--- config.mk ---
export PLATFORM = sky130hd
export DESIGN_NAME = uart_tx
export DESIGN_NICKNAME = d
export VERILOG_FILES = /design/src/rtl/uart_pkg.sv /design/src/rtl/uart_tx.sv
export SDC_FILE = /design/constraint.sdc
export NUM_CORES = 1
export LEC_CHECK = 0
export ABC_AREA = 1
export CORE_MARGIN = 1
export CORE_UTILIZATION = 57
export CTS_BUF_LIST = sky130_fd_sc_hd__clkbuf_8
export CTS_CLUSTER_DIAMETER = 50
export DETAILED_ROUTE_END_ITERATION = 8
export GPL_TIMING_DRIVEN = 1
export PLACE_DENSITY = 0.89
export SYNTH_ARGS = -nofsm -noshare
export SYNTH_HDL_FRONTEND = slang
export SYNTH_SLANG_ARGS = --single-unit
--- constraint.sdc ---
create_clock -name clk50 -period 1.6 [get_ports clk50]
set_input_delay 0.4 -clock clk50 [delete_from_list [all_inputs] [get_ports clk50]]
set_output_delay 0.4 -clock clk50 [all_outputs]
set_load 0.01 [all_outputs]
--- src/rtl/uart_pkg.sv ---
// ============================================================================
// uart_pkg: shared UART types and constants for the joystick UART controller.
// Revision: 1.0
// ============================================================================
`timescale 1ns/1ps
`default_nettype none

package uart_pkg;

    typedef enum logic [2:0] {
        IDLE   = 3'd0,
        START  = 3'd1,
        DATA   = 3'd2,
        PARITY = 3'd3,
        STOP   = 3'd4
    } uart_tx_state_t;

    localparam int UART_DATA_BITS  = 8;
    localparam int UART_OVERSAMPLE = 16;

endpackage

`default_nettype wire

--- src/rtl/uart_tx.sv ---
// ============================================================================
// uart_tx: 8-bit LSB-first UART transmitter paced by a shared oversample tick.
// Optional even parity bit enabled with macro UART_TX_PARITY_EN.
// Revision: 1.0
// ============================================================================
`timescale 1ns/1ps
`default_nettype none

module uart_tx
    import uart_pkg::*;
#(
    parameter int STOP_BITS  = 1,
    parameter int OVERSAMPLE = UART_OVERSAMPLE
) (
    input  logic       clk50,
    input  logic       nreset,
    input  logic       tick,
    input  logic [7:0] tx_data,
    input  logic       tx_valid,
    output logic       tx_ready,
    output logic       txd,
    output logic       busy
);

    localparam int               CNT_W     = (OVERSAMPLE > 1) ? $clog2(OVERSAMPLE) : 1;
    localparam logic [CNT_W-1:0] CNT_LAST  = CNT_W'(OVERSAMPLE - 1);
    localparam logic [2:0]       IDX_LAST  = 3'(UART_DATA_BITS - 1);
    localparam logic [2:0]       STOP_LAST = 3'(STOP_BITS - 1);

    uart_tx_state_t            state;
    logic [CNT_W-1:0]          tick_cnt;
    logic [2:0]                bit_idx;
    logic [UART_DATA_BITS-1:0] shreg;
`ifdef UART_TX_PARITY_EN
    logic                      parity;
`endif

    // txd is loaded with the value of the bit being entered, so it is registered.
    always_ff @(posedge clk50 or negedge nreset) begin
        if (!nreset) begin
            state    <= IDLE;
            txd      <= 1'b1;
            tx_ready <= 1'b1;
            busy     <= 1'b0;
            tick_cnt <= '0;
            bit_idx  <= '0;
            shreg    <= '0;
`ifdef UART_TX_PARITY_EN
            parity   <= 1'b0;
`endif
        end else if (state == IDLE) begin
            if (tx_valid) begin
                state    <= START;
                txd      <= 1'b0;
                tx_ready <= 1'b0;
                busy     <= 1'b1;
                tick_cnt <= '0;
                bit_idx  <= '0;
                shreg    <= tx_data;
`ifdef UART_TX_PARITY_EN
                parity   <= ^tx_data;
`endif
            end
        end else if (tick) begin
            if (tick_cnt != CNT_LAST) begin
                tick_cnt <= tick_cnt + 1'b1;
            end else begin
                tick_cnt <= '0;
                case (state)
                    START: begin
                        state <= DATA;
                        txd   <= shreg[0];
                    end
                    DATA: begin
                        shreg   <= shreg >> 1;
                        bit_idx <= bit_idx + 1'b1;
                        if (bit_idx == IDX_LAST) begin
`ifdef UART_TX_PARITY_EN
                            state <= PARITY;
                            txd   <= parity;
`else
                            state <= STOP;
                            txd   <= 1'b1;
`endif
                        end else begin
                            txd <= shreg[1];
                        end
                    end
`ifdef UART_TX_PARITY_EN
                    PARITY: begin
                        state   <= STOP;
                        txd     <= 1'b1;
                        bit_idx <= '0;
                    end
`endif
                    // bit_idx wrapped to 0 on leaving DATA and now counts stop bits.
                    STOP: begin
                        if (bit_idx == STOP_LAST) begin
                            state    <= IDLE;
                            tx_ready <= 1'b1;
                            busy     <= 1'b0;
                            txd      <= 1'b1;
                        end else begin
                            bit_idx <= bit_idx + 1'b1;
                        end
                    end
                    default: begin
                        state    <= IDLE;
                        tx_ready <= 1'b1;
                        busy     <= 1'b0;
                        txd      <= 1'b1;
                    end
                endcase
            end
        end
    end

endmodule

`default_nettype wire
==> impl_metrics.csv <==
group,metric,value,unit
setup_path,critical_path_cell_by_cell,"clkdlybuf4s50_1",
worst_hold_path,min-delay-path-class,"in2async",
floorplanning,top_level_ports,15,
clock_tree,cts.path.max_buffers,2,
route,detailed_routing_iteration_count_for_the_pre_antenna_repair_pass,5,
synth,distinct_cells_synth,25,
place,dpl-instance-area,1440,sq um
clock_tree,clkLatencyLatePin,0.26,ns
setup_path,crit_slowest_cell,"clkdlybuf4s50_1",
setup_path,path_delay_family,"buffers and inverters",
synth,synth-compound-area-share,4.42,%
place,globalplace.congestion,0.861,
synth,yosys.area_share.xor_xnor,1.41,%
final_layout,nNetsFinal,208,
sta,worst-slew-pin-transition,0.374,ns
final_layout,layout.cell_area.non_filler,1560,sq um
sta,final_cycle_utilization_of_the_critical_path,96.5,%
setup_path,kind_of_end_point_of_the_critical_path,"output pin",
synth,synth_fa_ha_area_share,4.02,%
setup_path,worstSetupStartpointType,"flop",
power_and_ir_drop,reported_leakage_power,0.000846,uW
synth,main_combinational_cell_family_by_area_after_synthesis,"simple AND/OR/NAND/NOR gates",
setup_path,signal_arrival_time_at_the_worst_endpoint,1.14,ns
sta,post-route-worst-setup-slack,0.0559,ns
floorplanning,placeableCoreArea,2000,sq um
run,reported_max_cap_violation_count,0,
clock_tree,library_cell_used_as_clock_root_buffer,"clkbuf_8",
global_route,gr-usage-met1,31.6,%
power_and_ir_drop,ir_worst_vdd,1.16,mV
final_layout,antenna_cells,0,
global_route,global_route.usage.total,25.2,%
synth,synth_nets,176,
synth,synth.cell_area,1240,sq um
clock_tree,cts_num_sinks,21,
global_route,grt_first_pass_wirelength,4640,um
run_status,outcome,"finished clean",
synth,synth_seq_area_share,42.4,%
floorplanning,placement_rows,16,
sta,finalHoldWorstSlack,0.479,ns
setup_path,timing.critical_path.fanout_max,2,
setup_path,cp_slowest_stage_delay,0.54,ns
place,io_buffers,14,
global_route,total_congestion_overflow_after_global_routing,0,
sta,final-hold-violation-count,0,
setup_path,crit_buf_inv,1,
power_and_ir_drop,pwr_density_cell,1840,nW/um^2
final_layout,synthToLayoutAreaGrowth,25.6,%
clock_tree,numCtsBuffers,3,
place,detailedPlacementHpwl,1790,um
floorplanning,design.die.area,2380,sq um
clock_tree,clk_transition_reported_paths,0.08,ns
floorplanning,die_width,48.7,um
route,total_wirelength_of_the_detailed_routed_design,2820,um
sta,final-setup-viol-count,0,
sta,final.setup_skew,0.00317,ns
sta,fin_crit,1.54,ns
synth,synth-warning-count,0,
route,routed_len_inst,12.9,um
synth,simple_gate_portion_of_the_synthesized_area,40.6,%
global_route,gr-usage-met2,43.3,%
clock_tree,hold_buffers,0,
global_route,first_global_vias,1098,
sta,clock.fmax,0.648,GHz
floorplanning,initial_cell_density_of_the_core,62.2,%
setup_path,critical_path_required,1.20,ns
route,detailedRoute.firstIterationViolations,34,
synth,synthesis.area_per_instance,7.78,sq um
clock_tree,tritoncts_clock_tree,"yes",
sta,maxSlewHeadroom,74.9,%
setup_path,crit_type,"reg2out",
global_route,globalRouteMet3Util,3.14,%
final_layout,final_core_util,78.1,%
global_route,globalRoute.busiestLayer,"met2",
synth,synth.area.mux_share,0,%
final_layout,final_layout_size_suffix_gt1_share,20.9,%
global_route,grt_antenna_before_repair,0,
power_and_ir_drop,post-layout-total-power,2880,uW
route,dr_total_vias,1157,
clock_tree,cts_max_level,1,
global_route,grt_start_max_net_pins,22,
route,via_per_instance_ratio,5.31,
route,route.antenna.remaining_nets,0,
place,dpl_worst_slack,-0.0766,ns
sta,final-max-slew-violation-count,0,
synth,postSynthCellCount,160,
floorplanning,floorplan.die.height,48.7,um
route,residual_drc,0,
synth,synth_seq_cells,21,
==> path summary, 6_finish.rpt <==
check,startpoint,end,slack (ns),depth (start not counted)
worst max-delay path,busy,busy,0.06,1
min in group clk50,shreg[5],shreg[5],0.48,2
worst min register to register,shreg[5],shreg[5],0.48,2
max in group asynchronous,nreset,tx_ready,0.84,2
worst max register to register,tick_cnt[0],shreg[0],0.09,6
worst min-delay path,nreset,shreg[2],0.48,2
==> routing by layer <==
layer	up-vias	part of all wire, %	routed length, um
met2	39	50	1420
li1	570	-	-
met5	-	0	0
met4	0	2.1	59
met1	541	43	1210
met3	7	4.3	122
==> cell families (layout without fill, tap and decap cells) <==
kind of cell | Yosys count | in the layout
XOR/XNOR | 2 | 2
AND/OR/NAND/NOR | 108 | 108
flip-flops | 21 | 21
buffers and inverters | 18 | 49
adder cells (fa/ha/maj) | 4 | 4
AO/OA/AOI/OAI | 7 | 7
==> layout by cell type (no fill, tap or decap), types with 3 or more instances in the layout <==
master and n:
nand4_1 3, inv_1 13, nand2_2 3, nand3_1 18
clkbuf_8 3, dfrtp_1 18, nand2_4 4, clkdlybuf4s50_1 12
nand2_1 69, buf_4 16, ha_1 3, nor2_1 5
==> synth_stat cells <==
cell	number	area share (%)
nand4_1	3	1.5
or2_2	1	0.50
o21ai_2	1	0.70
nand2_4	5	4.5
a21oi_4	1	1.3
xnor2_1	1	0.70
nor2_4	2	1.8
inv_1	12	3.6
nand3_1	18	7.2
buf_6	2	1.8
dfstp_2	2	4.2
nor2_1	5	1.5
o31ai_1	2	1.2
nor3_1	1	0.40
ha_1	4	4.0
nand3_2	1	0.80
xor2_1	1	0.70
nand2_2	3	1.5
dfrtp_1	19	38
inv_2	2	0.60
inv_4	1	0.50
nand2_1	69	21
a21oi_1	1	0.40
buf_4	1	0.60
o21ai_0	2	0.80
==> sequential cells by signal, summed over array words and instances, names as in the netlist <==
name,count
txd,1
tick_cnt,4
shreg,8
state,3
bit_idx,3
busy,1
tx_ready,1
==> through the flow <==
stage,setup TNS (ns),std cells
after floorplan,0,160
after global placement,-0.000226,205
after detailed placement,-0.330,205
after CTS,0,209
after global routing,-0.00705,218
final,0,218
==> final cells by class <==
class	count	area, sq um
fill	136	438
clock inverter	1	3.75
timing repair buffer	30	258
tap	27	33.8
inverter	15	58.8
clock buffer	3	41.3
multi-input combinational	121	639
sequential	21	529
==> repair_timing <==
action | in CTS | in global routing
buffers inserted | 0 | 9
setup endpoints to repair | 2 | 8
gates resized for setup | 2 | 3
pin swaps | 0 | 4
cloned | 0 | 0
==> where the power goes <==
part / internal [uW] / switching [uW] / leakage, uW
logic: 667 / 915 / 0.000552
registers: 776 / 177 / 0.000266
clock network: 171 / 175 / 0.0000269
total: 1610 / 1270 / 0.000846
(Power assumes the default switching activity.)
